===== src/rtl/code_lock_ctrl.sv =====
// Keypad code lock: 4-digit entry check, timed unlock window,
// failure lockout and in-window code reprogramming.
module code_lock_ctrl #(
  parameter logic [15:0] DEFAULT_CODE   = 16'h1094,
  parameter int          MAX_FAILS      = 3,
  parameter int          UNLOCK_CYCLES  = 8,
  parameter int          LOCKOUT_CYCLES = 16
) (
  input  logic       clk,
  input  logic       rst,
  input  logic       digit_valid,
  input  logic [3:0] digit,
  input  logic       abort,
  input  logic       prog_en,
  output logic       unlocked,
  output logic       locked_out,
  output logic [2:0] fail_cnt,
  output logic       match_pulse,
  output logic       fail_pulse,
  output logic       code_updated
);

  localparam int TMAX = (UNLOCK_CYCLES > LOCKOUT_CYCLES) ?
                        UNLOCK_CYCLES : LOCKOUT_CYCLES;
  localparam int TW = $clog2(TMAX + 1);
  localparam logic [TW-1:0] UL = TW'(UNLOCK_CYCLES);
  localparam logic [TW-1:0] LO = TW'(LOCKOUT_CYCLES);
  localparam logic [2:0] MF  = 3'(MAX_FAILS);
  localparam logic [2:0] MF1 = 3'(MAX_FAILS - 1);

  typedef enum logic [1:0] {
    ENTRY, CHECK, OPEN, LOCKOUT
  } state_t;

  state_t        state, state_n;
  logic [TW-1:0] timer, timer_n;
  logic [15:0]   ent_buf, ent_buf_n;
  logic [1:0]    ent_cnt, ent_cnt_n;
  logic [15:0]   prg_buf, prg_buf_n;
  logic [1:0]    prg_cnt, prg_cnt_n;
  logic [15:0]   code, code_n;
  logic [2:0]    fail_n;
  logic          match_n, failp_n, upd_n;
  logic          prog_dig;

  assign prog_dig = digit_valid && prog_en && !abort;

  always_ff @(posedge clk) begin
    if (rst) begin
      state        <= ENTRY;
      timer        <= '0;
      ent_buf      <= '0;
      ent_cnt      <= '0;
      prg_buf      <= '0;
      prg_cnt      <= '0;
      code         <= DEFAULT_CODE;
      fail_cnt     <= '0;
      match_pulse  <= 1'b0;
      fail_pulse   <= 1'b0;
      code_updated <= 1'b0;
      unlocked     <= 1'b0;
      locked_out   <= 1'b0;
    end else begin
      state        <= state_n;
      timer        <= timer_n;
      ent_buf      <= ent_buf_n;
      ent_cnt      <= ent_cnt_n;
      prg_buf      <= prg_buf_n;
      prg_cnt      <= prg_cnt_n;
      code         <= code_n;
      fail_cnt     <= fail_n;
      match_pulse  <= match_n;
      fail_pulse   <= failp_n;
      code_updated <= upd_n;
      unlocked     <= (state_n == OPEN);
      locked_out   <= (state_n == LOCKOUT);
    end
  end

  always_comb begin
    state_n   = state;
    timer_n   = timer;
    ent_buf_n = ent_buf;
    ent_cnt_n = ent_cnt;
    prg_buf_n = prg_buf;
    prg_cnt_n = prg_cnt;
    code_n    = code;
    fail_n    = fail_cnt;
    match_n   = 1'b0;
    failp_n   = 1'b0;
    upd_n     = 1'b0;
    unique case (state)
      ENTRY: begin
        if (abort) begin
          ent_cnt_n = '0;
        end else if (digit_valid) begin
          ent_buf_n = {ent_buf[11:0], digit};
          if (ent_cnt == 2'd3) begin
            ent_cnt_n = '0;
            state_n   = CHECK;
          end else begin
            ent_cnt_n = ent_cnt + 2'd1;
          end
        end
      end
      CHECK: begin
        if (ent_buf == code) begin
          match_n   = 1'b1;
          fail_n    = '0;
          timer_n   = UL;
          prg_cnt_n = '0;
          state_n   = OPEN;
        end else begin
          failp_n = 1'b1;
          if (fail_cnt >= MF1) begin
            fail_n  = MF;
            timer_n = LO;
            state_n = LOCKOUT;
          end else begin
            fail_n  = fail_cnt + 3'd1;
            state_n = ENTRY;
          end
        end
      end
      OPEN: begin
        if (!prog_en || abort)
          prg_cnt_n = '0;
        // A program digit restarts the window, so it also beats timeout
        if (prog_dig) begin
          timer_n   = UL;
          prg_buf_n = {prg_buf[11:0], digit};
          if (prg_cnt == 2'd3) begin
            code_n    = {prg_buf[11:0], digit};
            upd_n     = 1'b1;
            prg_cnt_n = '0;
          end else begin
            prg_cnt_n = prg_cnt + 2'd1;
          end
        end else if (timer <= TW'(1)) begin
          timer_n   = '0;
          prg_cnt_n = '0;
          state_n   = ENTRY;
        end else begin
          timer_n = timer - TW'(1);
        end
      end
      LOCKOUT: begin
        if (timer <= TW'(1)) begin
          timer_n   = '0;
          fail_n    = '0;
          ent_cnt_n = '0;
          state_n   = ENTRY;
        end else begin
          timer_n = timer - TW'(1);
        end
      end
      default: state_n = ENTRY;
    endcase
  end

endmodule


===== config.mk =====
export PLATFORM = sky130hd
export DESIGN_NAME = code_lock_ctrl
export DESIGN_NICKNAME = d
export VERILOG_FILES = /design/src/rtl/code_lock_ctrl.sv
export SDC_FILE = /design/constraint.sdc
export NUM_CORES = 1
export LEC_CHECK = 0
export BUFFER_PORTS_ARGS = -buffer_cell sky130_fd_sc_hd__buf_2
export CORE_MARGIN = 8
export CORE_UTILIZATION = 50
export CTS_BUF_LIST = sky130_fd_sc_hd__clkbuf_8 sky130_fd_sc_hd__clkbuf_16
export DETAILED_ROUTE_END_ITERATION = 12
export GPL_TIMING_DRIVEN = 0
export HOLD_SLACK_MARGIN = 0.15
export PLACE_DENSITY = 0.68
export SETUP_SLACK_MARGIN = 0.3
export SLEW_MARGIN = 15
export SYNTH_ARGS = -nofsm -noshare
export SYNTH_HDL_FRONTEND = slang
export SYNTH_SLANG_ARGS = --single-unit

===== constraint.sdc =====
create_clock -name clk -period 5 [get_ports clk]
set_input_delay 1 -clock clk [delete_from_list [all_inputs] [get_ports clk]]
set_output_delay 1 -clock clk [all_outputs]
set_load 0.02 [all_outputs]

==> metrics, run 1 <==
Seq cells post-synth=between 60 and 70; Async S/R FF share, synth=0%; Period Utilization, post-route=between 40% and 50%; Fill cells=480; CTS resizes=0; share of the synthesized area in the top cell type=~47%; Ports=17; Setup Skew=approximately 0.0063 ns; pwr dens=approximately 310 nW/um^2; Power Internal=0.7119 mW; Max IR drop VDD=between 0.15 and 0.2 mV; critical path's slowest cell=nor4_4; hold path depth=2; DP HPWL=about 4.1 mm; Hold Crit Class=flop to flop; clock latency on the worst-skew pair=between 0.3 and 0.4 ns; CTS tree=done; Final Hold Fails=0; Setup Buffers After CTS=0; number of I/O port buffers=15; min-delay src=ent_cnt[1]$_SDFFE_PP0P_; total power=0.9430 mW; fin nets=334; largest net degree at the start of global routing=11; Worst-Margin Slew=between 0.7 and 0.8 ns; die area=~8000 sq um; r2r setup slk=3.09 ns; post-DR wirelength/cell=between 10 and 15 um; P&R area growth vs syn=12.08%; Comb pwr share=~5.6%; grt total ovfl=0; Clock transition at path regs=about 0.060 ns; max_slew headroom=between 40% and 50%; global-route wire length before repair=9.522 mm; Reg-to-Reg Start=fail_cnt[0]$_SDFFE_PP0P_; CP peak stage delay=about 0.51 ns; fin. max-slew vios=0; WHS Endpoint=ent_cnt[1]$_SDFFE_PP0P_; yosys warns=0; Flop pwr share=roughly 55%; CP Max Fanout=10; vias in the first global route=around 2000; Reg-to-Reg End=unlocked$_SDFF_PP0_; cell taking the most area after synthesis=dfxtp_1; Max Cap Viol=0; crit path capture type=flop; count of antenna-violating nets left after detailed routing=0; layout cells sized above 1=around an eighth; Initial Util=~52%; Sw Ratio=roughly a quarter; H-tree depth=3; GRT Util Overall=roughly 16%; Root Driver=clkbuf_8; Iter 0 DRT Violations=around 110; CP arrival=between 2 and 2.5 ns; post-synth cell types=43; RSZ-0062 raised after global routing=false; Final TNS setup=0 ns; Seq/Total Area, Yosys=approximately 47%; Mean Syn Cell Area=between 9 and 10 sq um; clock power share=roughly two fifths; Cell Rows=26; CP Launch Type=primary input; main area contributors after synthesis=dfxtp_1 47%, mux2i_1 11%, nand2_1 6.1%, xor2_1 5.2%, nor2_1 5.1%; Switch Pwr=around 0.23 mW; clk buf depth=2; Hold Buf Count CTS=0; WP buf/inv=2; vias=2109; Die H=about 90 um; Post-synth EDFFs=0; Crit Path Category=primary input to flop; run status=finished clean; Pleak=about 1.4 nW; initial antenna violation count=0; RePlAce Congestion=slightly above 0.8; worst-path cell chain=buf_2, nor4_4, clkbuf_1, nand2_1, a21oi_1; Max Clock Freq=about 0.48 GHz; Mapped Area=2703 sq um; ANT cells=0; Critical Path RT=about 5.3 ns; drt first pass iters=4; core area=~5200 sq um; final setup fails=0; Clock Sinks=63; Die W=89.52 um; Post-synth top flop=dfxtp_1; WL final=5.848 mm; vias per cell=~5.4; Mapped Cells=293; Worst R2R Path Depth=6; drt drc=0; Num CTS Buffers=9; Tmin final=2.093 ns; family with the most delay on the worst path=simple AND/OR/NAND/NOR gates; syn_nets=just over 300
[power groups by stage]
| stage | sequential (mW) | combinational [mW] | clock (mW) |
|---|---|---|---|
| 2_1_floorplan | 0.524 | 0.0354 | 0 |
| 5_1_grt | 0.515 | 0.0585 | 0.411 |
| 3_3_place_gp | 0.525 | 0.0514 | 0 |
| 6_report | 0.514 | 0.0527 | 0.376 |
| 4_1_cts | 0.514 | 0.0525 | 0.388 |
| 3_5_place_dp | 0.525 | 0.0522 | 0 |
[worst min-delay path, cell delays in order, from the launching register on]
cell and delay [ns]:
dfxtp_1 0.31, nand2_1 0.05, a21oi_1 0.05
[layout make-up]
class	count	area, sq um	share of cell area, %
clock inverter	5	26.28	0.8674
clock buffer	10	137.6	4.544
multi-input combinational	209	1350	44.57
tap	70	87.58	2.891
sequential	63	1261	41.64
inverter	6	22.52	0.7435
buffer	15	68.82	2.272
timing repair buffer	15	75.07	2.478
[worst max-delay path by stage]
stage,from,to,depth (start not counted)
floorplan,digit_valid,timer[2]$_SDFFE_PP0P_,5
global placement,abort,code[0]$_SDFFE_PP0P_,7
detailed placement,abort,ent_buf[11]$_SDFFE_PP0P_,5
CTS,abort,ent_buf[11]$_SDFFE_PP0P_,5
global route,abort,ent_buf[2]$_SDFFE_PP0P_,5
finish,abort,ent_buf[3]$_SDFFE_PP0P_,5
[cell families (layout without fill, tap and decap cells)]
logic type	count (synthesis)	after routing	share of synthesized area (%)
AO/OA/AOI/OAI	46	46	11.30
XOR/XNOR	16	16	5.185
adder cells (fa/ha/maj)	6	6	2.778
buffers and inverters	21	51	3.379
flip-flops	63	63	46.67
multiplexers	29	29	10.74
AND/OR/NAND/NOR	112	112	19.95
[cells in the final DEF, fill, tap and decap left out, drive strengths merged, types with 2 or more instances in the layout]
| master | count |
|---|---|
| dfxtp | 63 |
| nand2 | 44 |
| nor2 | 37 |
| mux2i | 29 |
| a21oi | 23 |
| buf | 21 |
| clkbuf | 19 |
| xor2 | 16 |
| inv | 6 |
| ha | 6 |
| nand4 | 5 |
| nor3 | 5 |
| nor4 | 5 |
| a31oi | 4 |
| o21ai | 4 |
| clkinv | 4 |
| and3 | 3 |
| o21bai | 2 |
| and4bb | 2 |
| a22o | 2 |
| nand3 | 2 |
| a32oi | 2 |
| nor3b | 2 |
[cell usage after synthesis, drive strengths merged (2+ instances only)]
cell type,number
xor2,16
nand2,44
a31oi,4
nor3b,2
ha,6
nand3,2
nor2,37
o21ai,4
nor3,5
inv,5
clkbuf,9
a22o,2
a32oi,2
and3,3
dfxtp,63
nand4,5
o21bai,2
mux2i,29
and4bb,2
a21oi,23
nor4,5
buf,6
[metal layers]
layer / wire [um] / up-vias / GRT usage, % / part of all wire (%)
met4: 125 / 0 / 8.459 / 2.1
met3: 301 / 13 / 6.801 / 5.1
met2: 2578 / 44 / 23.30 / 44
met5: 0 / - / 0 / 0
met1: 2842 / 980 / 20.17 / 49
li1: - / 1072 / - / -
[stage by stage]
step	cells	worst slack, ns	hold slack (ns)	utilization [%]	cell area, sq um
2_1_floorplan	293	2.933	0.4356	-	2703
3_3_place_gp	378	2.593	0.4436	55.39	2865
3_5_place_dp	378	2.580	0.4567	55.39	2865
4_1_cts	393	2.937	0.4670	58.56	3029
5_1_grt	393	2.790	0.4793	58.56	3029
6_report	393	2.907	0.4657	58.56	3029
[registers in the layout, indices dropped and copies added, names as in the netlist]
| signal | count |
|---|---|
| state | 2 |
| prg_buf | 12 |
| timer | 5 |
| code | 16 |
| unlocked | 1 |
| fail_pulse | 1 |
| code_updated | 1 |
| prg_cnt | 2 |
| ent_cnt | 2 |
| locked_out | 1 |
| match_pulse | 1 |
| fail_cnt | 3 |
| ent_buf | 16 |
(Power assumes the default switching activity.)
==> run 2, diff against run 1 <==
- ABC_AREA: not set -> 1
- PLACE_DENSITY: 0.68 -> 0.7
- clock period: 5 -> 1.8 ns (I/O delays scaled with it)
==> metrics, run 2 <==
core area=5439 sq um (+5.2%); Seq cells post-synth=63 (unchanged); WL final=6.468 mm (+11%); Reg-to-Reg End=timer[4]$_SDFFE_PP0P_; Post-synth EDFFs=0 (unchanged); Ports=17 (unchanged); crit path capture type=flop; Initial Util=51.14% (-1.1 points); P&R area growth vs syn=18.17%; CP arrival=1.76 ns (-0.61 ns); Die W=90.59 um (+1.2%); die area=8206 sq um (+2.4%); Worst R2R Path Depth=10 (+4); Tmin final=about 1.5 ns; syn_nets=406 (+32%); Crit Path Category=flop to flop; fin util=60.43% (+1.9 points); Switch Pwr=0.6949 mW (+200%); hold path depth=3 (+1); post-DR wirelength/cell=12.94 um (-13%); final setup fails=0 (unchanged); initial antenna violation count=0 (unchanged); post-synth cell types=29 (-33%); Die H=90.59 um (+1.2%); Hold Buf Count CTS=0 (unchanged); Pleak=1.534 nW (+8.8%); cell taking the most area after synthesis=dfxtp_1; Post-synth top flop=dfxtp_1; H-tree depth=3 (unchanged); RSZ-0062 raised after global routing=true; share of the synthesized area in the top cell type=45.34% (-1.3 points); GRT Util Overall=16.15% (-0.086 points); Power Internal=1.960 mW (+180%); CP Launch Type=flop; Seq/Total Area, Yosys=45.34% (-1.3 points); RePlAce Congestion=0.8271 (+1.4%); Max IR drop VDD=0.6103 mV (+260%); most common cell in the netlist=nand2_1; global-route wire length before repair=10.73 mm (+13%); drt first pass iters=5 (+1); Final TNS setup=0 ns (unchanged); Post-synth top cells=78 x nand2_1, 63 x dfxtp_1, 60 x nor2_1; min-delay src=digit[0]; most frequent cells in the layout=72 x nand2_1, 54 x nor2_1, 49 x inv_1, 40 x dfxtp_1, 39 x o21ai_0; CTS tree=done; fin nets=438 (+31%); clk buf depth=2 (unchanged); r2r setup slk=0.32 ns (-2.77 ns); Num CTS Buffers=9 (unchanged); Root Driver=clkbuf_8; vias=2543 (+21%); vias in the first global route=2355 (+20%); DP HPWL=4.485 mm (+8.4%); count of antenna-violating nets left after detailed routing=0 (unchanged); largest net degree at the start of global routing=12 (+1); Mapped Area=2781 sq um (+2.9%); yosys warns=0 (unchanged); Sw Ratio=26.18% (+1.7 points); Flop pwr share=54.3% (-0.2 points); Comb pwr share=6.1% (+0.5 points); Cell Rows=27 (+3.8%); run status=finished clean; Mapped Cells=391 (+33%); Hold Crit Class=primary input to flop; Async S/R FF share, synth=0% (unchanged); commonest non-fill, non-tap cell in the layout=nand2_1; Largest regs=code (16), ent_buf (16), prg_buf (12); ANT cells=0 (unchanged); max_slew headroom=59.38% (+11 points); layout cells sized above 1=21.73% (+9.3 points); drt drc=0 (unchanged); CP Max Fanout=5 (-5); Critical Path RT=2.08 ns (-3.19 ns); Clock transition at path regs=0.07 ns (about the same); Period Utilization, post-route=82.36%; Max Cap Viol=0 (unchanged); grt total ovfl=0 (unchanged); clock latency on the worst-skew pair=0.35 ns (about the same); Max Clock Freq=0.6746 GHz; main area contributors after synthesis=dfxtp_1 45%, nand2_1 11%, nor2_1 8.1%, o21ai_0 7.6%, inv_1 6.7%; number of I/O port buffers=16 (+1); pwr dens=807.7 nW/um^2 (+160%); Crit. Startpoint=code[1]$_SDFFE_PP0P_; Setup Skew=0.01105 ns (+0.004766 ns); vias per cell=5.086 (-5.2%); Reg-to-Reg Start=code[1]$_SDFFE_PP0P_; Final Hold Fails=0 (unchanged); fin. max-slew vios=0 (unchanged); Mean Syn Cell Area=7.114 sq um (-23%); Iter 0 DRT Violations=177 (+62%); Worst-Margin Slew=0.6093 ns (-0.1553 ns); Clock Sinks=63 (unchanged); clock power share=39.5% (-0.4 points); WHS Endpoint=code[0]$_SDFFE_PP0P_
==> run 2: changes by cell type after synthesis, sizes merged, moves of 5 or more <==
cell and change:
inv +47, o21ai +41, nand2 +35, mux2i -29, nor2 +25, nand3 +14
xor2 -14, a21oi +13, nor4 -5
==> run 2: cell families (layout without fill, tap and decap cells) <==
family / Yosys count / after routing / share of synthesized area (%)
buf+inv: 67 / 104 / 9.761
flops: 63 / 63 / 45.34
fa+ha+maj: 6 / 6 / 2.699
compound gates: 86 / 86 / 15.83
simple gates: 167 / 167 / 25.73
xor+xnor: 2 / 2 / 0.6299
==> run 2: area by class of cell <==
cell class	count	area, sq um
plain buffers	13	68.82
clock inverters	7	41.29
inverters	54	206.4
multi-input cells	261	1334
fillers	517	2152
well taps	72	90.09
flip-flops and latches	63	1297
clock buffers	9	123.9
repair buffers	21	125.1
==> run 2: routing by layer <==
layer | global-route usage [%] | vias up | part of all wire (%)
li1 | - | 1310 | -
met1 | 19.86 | 1155 | 46
met2 | 26.00 | 70 | 47
met3 | 4.239 | 8 | 4.9
met4 | 6.657 | 0 | 1.4
met5 | 0 | - | 0
==> run 2: through the flow <==
step                instances  power, mW  hold slack (ns)  setup slack (ns)  area, sq um
floorplan                 391      1.569           0.4354            0.3571         2783
global placement          479      1.620           0.4550            0.1556         2953
detailed placement        479      1.623           0.4586            0.1679         2953
CTS                       497      2.650           0.2544            0.2998         3152
global route              500      2.763           0.2671            0.2184         3287
finish                    500      2.655           0.2574            0.3176         3287
==> run 2: worst max-delay path, stage by stage, from the launching register on <==
cell	delay, ns
dfxtp_2	0.33
nor2_1	0.11
nor2_1	0.06
nor2_1	0.13
nand2_1	0.11
nor2_4	0.18
nand3_4	0.13
buf_6	0.15
nand4_1	0.06
nand2_1	0.05
nor2_1	0.11
==> run 2: power groups by stage <==
stage                     Sequential (mW)  Combinational (mW)  Clock [mW]
after floorplan                      1.47               0.103           0
after global routing                 1.44               0.185        1.13
after CTS                            1.44               0.153        1.06
after global placement               1.47               0.149           0
final                                1.44               0.163        1.05
after detailed placement             1.47               0.151           0
==> run 2: worst max-delay path by stage <==
stage                             to  depth (start not counted)
2_1_floorplan  timer[3]$_SDFFE_PP0P_                          9
3_3_place_gp    code[9]$_SDFFE_PP0P_                          9
3_5_place_dp    code[9]$_SDFFE_PP0P_                          9
4_1_cts        timer[3]$_SDFFE_PP0P_                         11
5_1_grt        timer[4]$_SDFFE_PP0P_                         10
6_report       timer[4]$_SDFFE_PP0P_                         10
==> run 2: repair_timing <==
action	4_1_cts	5_1_grt
buffers inserted	2	3
gates resized for setup	7	52
setup endpoints to repair	19	34
pin swaps	1	13
==> run 3, diff against run 2 <==
- ABC_AREA: 1 -> 0
- PLACE_DENSITY: 0.7 -> 0.68
- clock period: 1.8 -> 1.4 ns (I/O delays scaled with it)
==> metrics, run 3 (same netlist as run 1, synthesis figures left out) <==
run status=finished, violations left; failing checks=setup timing; ANT cells=0 (unchanged); CP arrival=2.07 ns (+0.31 ns); number of I/O port buffers=15 (-1); Pleak=1.682 nW (+9.7%); Largest regs=code (16), ent_buf (16), prg_buf (12); layout cells sized above 1=35.57% (+14 points); GRT Util Overall=17.11% (+0.96 points); H-tree depth=3 (unchanged); post-DR wirelength/cell=17.07 um (+32%); clk buf depth=2 (unchanged); DP HPWL=4.236 mm (-5.6%); Final Non-Filler Cells=413 (-17%); Max Clock Freq=0.5452 GHz (-19%); register area=1285 sq um (-0.96%); Fill cells=350 (-32%); Max IR drop VDD=0.7418 mV (+22%); worst-path cell chain=xor2_1, nor4_2, nand4_1, o311a_1, a22o_1; crit path capture type=flop; RePlAce Congestion=0.8503 (+2.8%); Initial Util=52.25% (+1.1 points); Root Driver=clkbuf_8; Clock Sinks=63 (unchanged); Hold Buf Count CTS=0 (unchanged); Worst-Margin Slew=0.7493 ns (+0.1399 ns); Final Hold Fails=0 (unchanged); Crit Path Category=flop to flop; final setup fails=54 (+54); Tmin final=1.834 ns (+0.3518 ns); P&R area growth vs syn=38.06%; CP Max Fanout=3 (-2); Die W=89.52 um (-1.2%); Period Utilization, post-route=131.0% (+49 points); fin. max-slew vios=0 (unchanged); initial antenna violation count=0 (unchanged); global-route wire length before repair=10.24 mm (-4.6%); Cells after DPL=378 (-21%); clock latency on the worst-skew pair=0.34 ns (about the same); WP buf/inv=0 (-1); Ports=17 (unchanged); total power=4.076 mW (+54%); CP peak stage delay=0.39 ns (+0.06 ns); commonest non-fill, non-tap cell in the layout=dfxtp_1; vias per cell=5.528 (+8.7%); most frequent cells in the layout=52 x dfxtp_1, 35 x nor2_1, 28 x nand2_1, 28 x mux2i_1, 16 x xor2_1; Final WS setup=-0.4342 ns (-0.7518 ns); Hold Crit Class=primary input to flop; CP Launch Type=flop; Die H=89.52 um (-1.2%); Setup Skew=0.006852 ns (-0.004200 ns); critical path's slowest cell=o311a_1; CTS tree=done; fin nets=354 (-19%); Max Cap Viol=0 (unchanged); family with the most delay on the worst path=simple AND/OR/NAND/NOR gates; WL final=7.050 mm (+9.0%); RSZ-0062 raised after global routing=true; Cell Rows=26 (-3.7%); grt total ovfl=0 (unchanged); Critical Path RT=1.63 ns (-0.45 ns); vias in the first global route=2039 (-13%); Clock transition at path regs=0.07 ns (about the same); footprint of the multi-input gates=1590 sq um (+19%); core area=5172 sq um (-4.9%); Num CTS Buffers=9 (unchanged); max_slew headroom=50.05% (-9.3 points); count of antenna-violating nets left after detailed routing=0 (unchanged); die area=8014 sq um (-2.3%); drt drc=0 (unchanged); pwr dens=1093 nW/um^2 (+35%); largest net degree at the start of global routing=12 (unchanged); vias=2283 (-10%); drt first pass iters=4 (-1); Iter 0 DRT Violations=130 (-27%)
[run 3: per-layer routing]
metal,share of wire [%],GRT usage (%),vias up
met5,0,0,-
met4,2.3,6.647,0
met3,5.0,3.860,18
met2,46,25.66,52
met1,47,23.12,1090
li1,-,-,1123
[run 3: power by group]
part | internal, mW | leakage (nW) | switching, mW | total, mW
clock network | 1.22 | 0.119 | 0.714 | 1.94
registers | 1.81 | 0.514 | 0.0253 | 1.83
logic | 0.128 | 1.05 | 0.176 | 0.304
total | 3.16 | 1.68 | 0.916 | 4.08
[run 3: metrics by stage]
stage | setup slack, ns | util [%] | hold slack [ns] | instance area [sq um] | setup TNS (ns)
after floorplan | -0.1370 | - | 0.3968 | 2774 | -0.7975
after global placement | -0.3948 | 56.77 | 0.4495 | 2937 | -9.203
after detailed placement | -0.4371 | 56.77 | 0.4535 | 2937 | -10.45
after CTS | -0.3600 | 67.66 | 0.1979 | 3500 | -4.484
after global routing | -0.5015 | 72.13 | 0.1991 | 3731 | -9.327
final | -0.4342 | 72.13 | 0.2024 | 3731 | -6.184
[run 3: area by class of cell]
cell class,count,area share [%]
clock inverter,5,2.850
multi-input combinational,209,42.62
timing repair buffer,35,9.088
clock buffer,10,3.689
inverter,6,0.6036
buffer,15,4.359
sequential,63,34.44
tap,70,2.347
[run 3: worst min-delay path, delay by kind of cell]
family | cells | cell delay, ns
buffers and inverters | 1 | 0.12
multiplexers | 1 | 0.07
AND/OR/NAND/NOR | 1 | 0.05
[run 3: path summary, 6_finish.rpt]
path	cells past startpoint	slack (ns)	end	startpoint
max	5	-0.43	prg_cnt[1]$_SDFFE_PP0P_	code[1]$_SDFFE_PP0P_
min	3	0.20	code[2]$_SDFFE_PP1P_	digit[2]
max reg2reg	5	-0.43	prg_cnt[1]$_SDFFE_PP0P_	code[1]$_SDFFE_PP0P_
min reg2reg	2	0.47	ent_cnt[1]$_SDFFE_PP0P_	ent_cnt[1]$_SDFFE_PP0P_
[run 3: repair_timing]
item | CTS | global route
cloned | 1 | 2
buffers inserted | 11 | 6
resized for setup | 61 | 38
setup endpoints to repair | 66 | 69
pin swaps | 9 | 13
